`src/rtl/apb_master_pkg.sv`:
```
// Shared types and helpers for the APB initiator port.
package apb_master_pkg;

  localparam int unsigned APB_DATA_W = 32;

  // Returned on rdata_o when the access was aborted (timeout or misalignment).
  localparam logic [APB_DATA_W-1:0] APB_ERR_RDATA_DEFAULT = 32'hDEAD_BEEF;

  typedef enum logic [1:0] {
    ST_IDLE   = 2'd0,
    ST_SETUP  = 2'd1,
    ST_ACCESS = 2'd2,
    ST_RESP   = 2'd3
  } apb_mst_state_e;

  // Response payload handed back to the requester.
  typedef struct packed {
    logic                  err;
    logic [APB_DATA_W-1:0] rdata;
  } apb_rsp_t;

  // Bits needed to count up to and including the timeout limit.
  function automatic int unsigned tmo_cnt_width(input int unsigned cycles);
    if (cycles == 0) begin
      return 1;
    end
    return unsigned'($clog2(cycles + 32'd1));
  endfunction

endpackage

```
`src/rtl/apb_timeout_cnt.sv`:
```
// Saturating wait-state counter; flags the cycle on which the limit is reached.
module apb_timeout_cnt
  import apb_master_pkg::*;
#(
  parameter int unsigned TIMEOUT_CYCLES = 255
) (
  input  logic clk_i,
  input  logic HRESETn,
  input  logic i_clr,
  input  logic i_en,
  output logic o_expired_c
);

  localparam int unsigned CNT_W = tmo_cnt_width(TIMEOUT_CYCLES);

  if (TIMEOUT_CYCLES == 0) begin : g_off
    // Timeout disabled: the counter is not built and never expires.
    assign o_expired_c = 1'b0;
  end else begin : g_on
    localparam logic [CNT_W-1:0] CNT_MAX  = CNT_W'(TIMEOUT_CYCLES);
    localparam logic [CNT_W-1:0] CNT_LAST = CNT_W'(TIMEOUT_CYCLES - 1);

    logic [CNT_W-1:0] r_cnt;

    // Count enabled cycles, hold at the limit, clear when told to.
    always_ff @(posedge clk_i or negedge HRESETn) begin
      if (!HRESETn) begin
        r_cnt <= '0;
      end else if (i_clr) begin
        r_cnt <= '0;
      end else if (i_en && (r_cnt != CNT_MAX)) begin
        r_cnt <= r_cnt + CNT_W'(1);
      end
    end

    // Expiry is seen on the waiting cycle whose increment reaches the limit.
    assign o_expired_c = i_en & (r_cnt >= CNT_LAST);
  end

endmodule

```
`src/rtl/apb_master_port.sv`:
```
// Single-outstanding req/gnt/rvalid to APB3 initiator with PREADY timeout.
module apb_master_port
  import apb_master_pkg::*;
#(
  parameter int unsigned         APB_ADDR_WIDTH = 12,
  parameter int unsigned         TIMEOUT_CYCLES = 255,
  parameter logic [APB_DATA_W-1:0] ERR_RDATA    = APB_ERR_RDATA_DEFAULT
) (
  input  logic                      clk_i,
  input  logic                      HRESETn,
  input  logic                      req_i,
  input  logic                      we_i,
  input  logic [APB_ADDR_WIDTH-1:0] addr_i,
  input  logic [APB_DATA_W-1:0]     wdata_i,
  output logic                      gnt_o,
  output logic                      rvalid_o,
  output logic [APB_DATA_W-1:0]     rdata_o,
  output logic                      err_o,
  output logic [APB_ADDR_WIDTH-1:0] PADDR,
  output logic [APB_DATA_W-1:0]     PWDATA,
  output logic                      PWRITE,
  output logic                      PSEL,
  output logic                      PENABLE,
  input  logic [APB_DATA_W-1:0]     PRDATA,
  input  logic                      PREADY,
  input  logic                      PSLVERR
);

  apb_mst_state_e            r_state,   w_state_nxt;
  logic [APB_ADDR_WIDTH-1:0] r_paddr,   w_paddr_nxt;
  logic [APB_DATA_W-1:0]     r_pwdata,  w_pwdata_nxt;
  logic                      r_pwrite,  w_pwrite_nxt;
  logic                      r_psel,    w_psel_nxt;
  logic                      r_penable, w_penable_nxt;
  logic                      r_rvalid,  w_rvalid_nxt;
  apb_rsp_t                  r_rsp,     w_rsp_nxt;

  logic w_gnt;
  logic w_accept;
  logic w_aligned;
  logic w_wait;
  logic w_expired;

  // Grant only while idle; held low during reset so every output reads 0.
  assign w_gnt     = req_i & HRESETn & (r_state == ST_IDLE);
  assign w_accept  = req_i & w_gnt;
  assign w_aligned = (addr_i[1:0] == 2'b00);
  assign w_wait    = (r_state == ST_ACCESS) & ~PREADY;

  // Wait-state counter, cleared whenever the FSM is outside ACCESS.
  apb_timeout_cnt #(
    .TIMEOUT_CYCLES (TIMEOUT_CYCLES)
  ) u_tmo (
    .clk_i       (clk_i),
    .HRESETn     (HRESETn),
    .i_clr       (r_state != ST_ACCESS),
    .i_en        (w_wait),
    .o_expired_c (w_expired)
  );

  // Next-state and next-output decode; PREADY has priority over expiry.
  always_comb begin
    w_state_nxt  = r_state;
    w_paddr_nxt  = r_paddr;
    w_pwdata_nxt = r_pwdata;
    w_pwrite_nxt = r_pwrite;
    w_rsp_nxt    = r_rsp;

    case (r_state)
      ST_IDLE: begin
        if (w_accept) begin
          if (w_aligned) begin
            w_paddr_nxt  = addr_i;
            w_pwdata_nxt = wdata_i;
            w_pwrite_nxt = we_i;
            w_state_nxt  = ST_SETUP;
          end else begin
            w_rsp_nxt.err   = 1'b1;
            w_rsp_nxt.rdata = ERR_RDATA;
            w_state_nxt     = ST_RESP;
          end
        end
      end
      ST_SETUP: begin
        w_state_nxt = ST_ACCESS;
      end
      ST_ACCESS: begin
        if (PREADY) begin
          w_rsp_nxt.err   = PSLVERR;
          w_rsp_nxt.rdata = r_pwrite ? '0 : PRDATA;
          w_state_nxt     = ST_RESP;
        end else if (w_expired) begin
          w_rsp_nxt.err   = 1'b1;
          w_rsp_nxt.rdata = ERR_RDATA;
          w_state_nxt     = ST_RESP;
        end
      end
      ST_RESP: begin
        w_state_nxt = ST_IDLE;
      end
      default: begin
        w_state_nxt = ST_IDLE;
      end
    endcase

    w_psel_nxt    = (w_state_nxt == ST_SETUP) || (w_state_nxt == ST_ACCESS);
    w_penable_nxt = (w_state_nxt == ST_ACCESS);
    w_rvalid_nxt  = (w_state_nxt == ST_RESP);
  end

  // State and registered outputs.
  always_ff @(posedge clk_i or negedge HRESETn) begin
    if (!HRESETn) begin
      r_state   <= ST_IDLE;
      r_paddr   <= '0;
      r_pwdata  <= '0;
      r_pwrite  <= 1'b0;
      r_psel    <= 1'b0;
      r_penable <= 1'b0;
      r_rvalid  <= 1'b0;
      r_rsp     <= '0;
    end else begin
      r_state   <= w_state_nxt;
      r_paddr   <= w_paddr_nxt;
      r_pwdata  <= w_pwdata_nxt;
      r_pwrite  <= w_pwrite_nxt;
      r_psel    <= w_psel_nxt;
      r_penable <= w_penable_nxt;
      r_rvalid  <= w_rvalid_nxt;
      r_rsp     <= w_rsp_nxt;
    end
  end

  assign gnt_o    = w_gnt;
  assign rvalid_o = r_rvalid;
  assign rdata_o  = r_rsp.rdata;
  assign err_o    = r_rsp.err;
  assign PADDR    = r_paddr;
  assign PWDATA   = r_pwdata;
  assign PWRITE   = r_pwrite;
  assign PSEL     = r_psel;
  assign PENABLE  = r_penable;

endmodule

```
`config.mk`:
```
export PLATFORM = sky130hd
export DESIGN_NAME = apb_master_port
export DESIGN_NICKNAME = d
export VERILOG_FILES = /design/src/rtl/apb_master_pkg.sv /design/src/rtl/apb_timeout_cnt.sv /design/src/rtl/apb_master_port.sv
export SDC_FILE = /design/constraint.sdc
export NUM_CORES = 1
export LEC_CHECK = 0
export CORE_ASPECT_RATIO = 1.5
export CORE_UTILIZATION = 39
export CTS_CLUSTER_DIAMETER = 60
export DETAILED_ROUTE_END_ITERATION = 10
export GPL_TIMING_DRIVEN = 0
export PLACE_DENSITY = 0.88
export SKIP_LAST_GASP = 1
export SYNTH_ARGS = -nofsm -noshare
export SYNTH_HDL_FRONTEND = slang
export SYNTH_SLANG_ARGS = --single-unit
```
`constraint.sdc`:
```
create_clock -name clk_i -period 1.7 [get_ports clk_i]
set_input_delay 0.34 -clock clk_i [delete_from_list [all_inputs] [get_ports clk_i]]
set_output_delay 0.34 -clock clk_i [all_outputs]
set_load 0.03 [all_outputs]
```
Word level (Yosys, flattened, before mapping)

Cells that the tools add are included.

Flip-flop bits (word level): 91
Bits in latches: 0
RAM bits: 0
Memory bits (read-only): 0
Input bits: 82
Output and inout port bits: 82
Word-level logic and storage cells: 50
Memories: 0

$add $sub $neg: 1
Multiply operators: 0
Div/mod/pow operators: 0
Magnitude comparators: 1
Equality and inequality tests: 11
Shift operators: 0
Mux-type cells: 13
Bitwise logic cells: 6
Reductions and logical operators: 8

Operators with widths:

| kind                  | count |
|---|---|
| $mux W33              | 4 |
| $pmux W33 S2          | 1 |
| $mux W32              | 1 |
| $mux W8               | 2 |
| $add A8 B1 Y8 const B | 1 |
| $eq A2 B2 Y1 const B  | 4 |
| $ge A8 B8 Y1 const B  | 1 |
| $mux W2               | 4 |
| $ne A8 B8 Y1 const B  | 1 |
| $pmux W2 S4           | 1 |
| $ne A2 B2 Y1 const B  | 3 |
| $and A1 B1 Y1         | 5 |
| $eq A2 B1 Y1 const B  | 2 |
| $logic_not A2 Y1      | 2 |
| $reduce_and A4 Y1     | 1 |
| $reduce_bool A2 Y1    | 2 |
| $ne A3 B2 Y1 const B  | 1 |
| $reduce_and A3 Y1     | 1 |
| $logic_and A1 B1 Y1   | 1 |
| $logic_or A1 B1 Y1    | 1 |
| $not A1 Y1            | 1 |

Depth between registers and ports, before layout

Word-level depth: 8
Depth in mapped cells: 8
Mapped depth without buffers: 7

Hierarchy

From an unflattened synthesis, not the netlist that was laid out.

Cell total of the unflattened synthesis: 321
Area total of the unflattened synthesis: 4,063.9 um^2

Modules (own cells, without submodules):

| module          | instances | cells an instance | area an instance (um^2) | seq. area each (um^2) |
|---|---|---|---|---|
| apb_master_port | 1         | 269               | 3,572.2                 | 2,077.0 |
| apb_timeout_cnt | 1         | 52                | 491.7                   | 200.2 |

Least setup slack after synthesis

No wires, ideal clock.

Path type: reg2reg
From: register r_state[0]
To: register r_psel, in the netlist PSEL
Library setup time: 0.113 ns
Data arrival time: 1.594 ns
Required time: 1.587 ns
Slack: -0.007 ns
Stages on the path, launching flop included: 8
Buffers on the path: 0
Clock period less this slack: 1.707 ns
Cells stage by stage: dfrtp_1 -> inv_1 -> ha_1 -> nand3_2 -> nor3_2 -> a221oi_1 -> ha_1 -> inv_1

Cells in the longest elaborated chain, start to end: 8
Elaborated cells on any way between the ends: 15
Those cells by class: eq/ne (5); mux (4); bitwise (4); reduce/logical (2)

RTL lines:

| what                                                | RTL line                                     | RTL |
|---|---|---|
| start: declaration                                  | apb_master_port.sv:29                        | `apb_mst_state_e r_state, w_state_nxt;` |
| start signal: assignment                            | apb_master_port.sv:123                       | `r_state <= w_state_nxt;` |
| $eq A2 B2 Y1                                        | apb_master_port.sv:48, apb_master_port.sv:69 |  |
| $and A1 B1 Y1                                       | apb_master_port.sv:48                        | `assign w_wait = (r_state == ST_ACCESS) & ~PREADY;` |
| $and A1 B1 Y1                                       | apb_timeout_cnt.sv:37                        | `assign o_expired_c = i_en & (r_cnt >= CNT_LAST);` |
| $mux W2                                             | apb_master_port.sv:92                        | `end else if (w_expired) begin` |
| $mux W2                                             | apb_master_port.sv:88                        | `if (PREADY) begin` |
| $pmux W2 S4 *                                       | apb_master_port.sv:69                        | `case (r_state)` |
| via w_state_nxt[1]                                  | apb_master_port.sv:29                        |  |
| $eq A2 B1 Y1 / $eq A2 B2 Y1 (equally long branches) | apb_master_port.sv:106                       | `w_psel_nxt = (w_state_nxt == ST_SETUP) \|\| (w_state_nxt == ST_ACCESS);` |
| $logic_or A1 B1 Y1 *                                | apb_master_port.sv:106                       |  |
| via w_psel_nxt                                      | apb_master_port.sv:33                        | `logic r_psel, w_psel_nxt;` |
| end signal: assignment                              | apb_master_port.sv:127                       | `r_psel <= w_psel_nxt;` |
| end: declaration                                    | apb_master_port.sv:33                        |  |

Mark *: on every way through the listed nets, which the timed path passes. The rest lies on a longest branch.
A chain may end at the register's enable or synchronous reset.

Worst setup path after layout

From: register r_state[0]
To: register r_rsp, in the netlist rdata_o[0]

Cells in the longest elaborated chain, start to end: 5
Elaborated cells on any way between the ends: 12
Those cells by class: eq/ne (4); mux (1); bitwise (4); reduce/logical (3)

RTL lines:

| what                                                          | RTL line                                                            | RTL |
|---|---|---|
| $eq A2 B2 Y1 / $logic_not A2 Y1 (equally long branches)       | apb_master_port.sv:48, apb_master_port.sv:69, apb_master_port.sv:45 |  |
| $and A1 B1 Y1 (on tied branches)                              | apb_master_port.sv:48, apb_master_port.sv:45                        |  |
| $and A1 B1 Y1 (on tied branches)                              | apb_timeout_cnt.sv:37, apb_master_port.sv:46                        |  |
| $ne A3 B2 Y1 (no line) / $ne A2 B2 Y1 (equally long branches) | --                                                                  |  |
| $reduce_and A4 Y1 (no line)                                   | --                                                                  |  |
| end signal: assignment                                        | apb_master_port.sv:130                                              | `r_rsp <= w_rsp_nxt;` |
| end: declaration                                              | apb_master_port.sv:36                                               | `apb_rsp_t r_rsp, w_rsp_nxt;` |

Several ways; a longest one is shown, not always the timed one.

==> summary.md <==
| Metric | Value |
|---|---|
| Relative slew slack | `0.672` |
| Worst Hold Class | `primary input to async pin` |
| Worst path cell trace | `inv_2 > ha_1 > buf_6 > nand2b_1 > o221a_2 > buf_6 > buf_8 > a2bb2oi_2` |
| Final worst path period need | `1.71 ns` |
| Crit-path max FO | `10` |
| Post-layout nets | `643` |
| H-tree levels | `3` |
| Skew-Pair Late Insertion Delay | `0.35 ns` |
| Hold Slack | `-0.0552 ns` |
| Max Root-Sink Buffers | `2` |
| Final Core Density | `0.650` |
| Clock power share | `0.172` |
| Fraction of layout cells with a size suffix above 1 | `0.182` |
| Crit path kind | `flip-flop to flip-flop` |
| Initial antenna violation count | `0` |
| Final Setup Violations | `16` |
| Pin count of the biggest net entering global routing | `51` |
| Post-place instance area | `5710 sq um` |
| Clk root buf | `clkbuf_16` |
| Global Route met2 Usage | `0.353` |
| Vias post-DR | `3,358` |
| Post-Place Cells | `644` |
| # port buffers | `163` |
| Cell-internal power | `6.81 mW` |
| Seq pwr share | `0.309` |
| Avg Vias per Cell | `4.97` |
| Cell area after synthesis | `3900 sq um` |
| Yosys reg bits | `91` |
| Worst Setup Start Kind | `flip-flop` |
| DIE HEIGHT | `125 microns` |
| Core Region | `9690 sq um` |
| CTS tree | `yes` |
| # IOs | `164` |
| 1st-iter DRT viols | `141` |
| Avg Cell Area, Syn | `10.7 sq um` |
| First-pass GRT wire length | `16.6 mm` |
| Yosys cell types | `37` |
| Peak Freq | `584 MHz` |
| Crit. End Element | `flip-flop` |
| Top Family by Delay on Critical Path | `buffers and inverters` |
| Pwr dens | `1870 nW/um^2` |
| Cell with the most instances after synthesis | `nand2_1` |
| CTS buffer count | `9` |
| Worst EP arrival | `1.94 ns` |
| CP max stage cell | `dfrtp_1` |
| Most common library cells after synthesis | `nand2_1 (132), dfrtp_1 (91), nand2b_1 (27)` |
| Clock skew | `0.0128 ns` |
| Switch Pwr | `4.99 mW` |
| Yosys warns | `0` |
| GR peak layer | `met2` |
| Logic pwr share | `0.519` |
| Maximum vdd drop | `1.37 mV` |
| Antenna violation net count after detailed routing | `0` |
| Final instance area | `6290 sq um` |
| Grt met3 use | `0.0457` |
| Worst-margin pin slew | `0.491 ns` |
| Number of global-route vias before repair | `3,546` |
| Die Area | `10,400 sq um` |
| Synth async-reset ratio | `1.00` |
| GR met1 Demand/Resource | `0.220` |
| # diodes | `0` |
| RSZ-0062 raised after global routing | `true` |
| Max Cap Viol | `0` |
| Seq/Total Area, Yosys | `0.583` |
| Setup TNS | `-0.105 ns` |
| Mapped Nets | `453` |
| Switch share | `0.423` |
| Initial core utilization | `0.403` |
| Non-Filler Instances | `675` |
| Crit-path max cell delay | `0.39 ns` |
| Area leader, netlist | `dfrtp_1` |
| Hold buffers post-CTS | `1` |
| Clk sinks | `91` |
| Run status | `finished with violations` |
| CP most frequent cell | `buf_6` |
| Die Wd | `83.7 microns` |
| Period utilization | `1.01` |
| # DRC | `0` |
| Final Hold Viols | `91` |
| Total iterations of the first detailed-routing run | `6` |
| Top cells by area, synth | `dfrtp_1 (58%), nand2_1 (13%), a2bb2oi_2 (7.7%), nand2b_1 (4.3%), ha_1 (1.9%)` |
| Pleak | `3.04 nW` |
| Top FF cell, synth | `dfrtp_1` |
| Area share of the largest cell type after synthesis | `0.583` |
| HPWL Detailed | `7.48 mm` |
| Overall Global Routing Usage | `0.199` |
| Drt total wl | `10.6 mm` |
| Area growth syn-to-layout | `61.2%` |
| PnR worst setup slack | `-0.0126 ns` |
| Failing checks | `negative hold slack, negative setup slack` |
| Routed WL per cell | `15.7 microns` |
| Number of synthesized flops with an enable pin | `0` |
| Final Wtd Congestion | `0.824` |
| Post-Place Setup Slack | `-0.770 ns` |
| Grt ovf | `0` |
| Clk pin slew, worst setup/hold paths | `0.07 ns` |
| Crit path required time | `1.93 ns` |
| Final count of pins violating max slew | `0` |
| Buf/Inv on CP | `4` |
| Synth Instances | `365` |
| Row cnt | `44` |
-- per-layer routing --
layer,vias up,wire length (microns)
met5,-,0
met2,121,5530
li1,1585,-
met4,0,437
met1,1623,4100
met3,29,520
-- placed cells by master, fill, tap and decap left out, types with 2 or more instances in the layout --
cell / count
nand2_1: 118
clkbuf_16: 11
inv_6: 2
nor2b_1: 4
a31oi_1: 5
and3_2: 2
nand2b_1: 27
buf_8: 5
a211oi_1: 2
mux2i_1: 2
buf_2: 2
o21ai_0: 3
nand2_2: 10
dfrtp_1: 91
nor2_1: 9
nand2_4: 4
nand3_1: 3
a2bb2oi_1: 5
buf_4: 14
dlygate4sd2_1: 79
clkinvlp_4: 2
clkbuf_4: 2
inv_1: 7
xnor2_1: 2
buf_6: 4
clkbuf_1: 2
ha_1: 4
clkdlybuf4s50_1: 81
a2bb2oi_2: 20
buf_12: 4
and2_1: 2
a22o_1: 6
a22o_2: 2
inv_2: 2
-- final cells by class --
class	instances	area [sq um]
multi-input cells	247	1610
flip-flops and latches	91	2280
clock buffers	9	225
repair buffers	179	1750
inverters	9	33.8
fillers	758	3390
plain buffers	18	184
well taps	115	144
clock inverters	7	76.3
-- cells by family (layout without fill, tap and decap cells) --
family / count (synthesis) / after routing / synth area share
AOI/OAI and AO/OA: 50 / 50 / 0.137
buffers and inverters: 27 / 222 / 0.0378
adders and majority gates: 6 / 6 / 0.0192
and+or+nand+nor: 187 / 187 / 0.213
xor gates and xnor gates: 2 / 2 / 0.00449
muxes: 2 / 2 / 0.00513
DFF: 91 / 91 / 0.583
-- per-stage QoR --
stage          power [mW]  hold slack [ns]
2_1_floorplan        7.48           0.0444
3_3_place_gp         9.79            0.459
3_5_place_dp         9.99            0.379
4_1_cts              11.6          -0.0567
5_1_grt              12.4          -0.0390
6_report             11.8          -0.0552
-- sequential cells by signal (all words and copies together) (netlist names) --
register / count
PSEL: 1
u_tmo.g_on.r_cnt: 8
rvalid_o: 1
r_state: 2
err_o: 1
PWDATA: 32
PADDR: 12
PENABLE: 1
rdata_o: 32
PWRITE: 1
-- repair_timing --
item	in CTS	in global routing
setup endpoints to repair	162	74
hold endpoints to repair	43	91
setup buffers	5	7
pin swaps	2	11
gates resized for setup	102	43
gates cloned	0	2
-- final timing paths --
kind / cells after the start / start / slack [ns] / to
worst max-delay path: 8 / r_state[0] / -0.01 / rdata_o[0]
worst min-delay path: 2 / HRESETn / -0.06 / rdata_o[22]
worst max register to register: 8 / r_state[0] / -0.01 / rdata_o[0]
worst min register to register: 2 / PWDATA[19] / 0.47 / PWDATA[19]
max in group asynchronous: 2 / HRESETn / 1.52 / PWDATA[12]
min in group clk_i: 2 / PWDATA[19] / 0.47 / PWDATA[19]
-- power groups by stage --
stage	Combinational (mW)	Clock, mW	Sequential, mW
finish	6.13	2.03	3.64
global route	6.49	2.14	3.77
CTS	5.93	2.06	3.62
detailed placement	6.32	0	3.67
global placement	6.17	0	3.62
floorplan	2.17	0	5.31
Power figures use the tool's default switching activity.
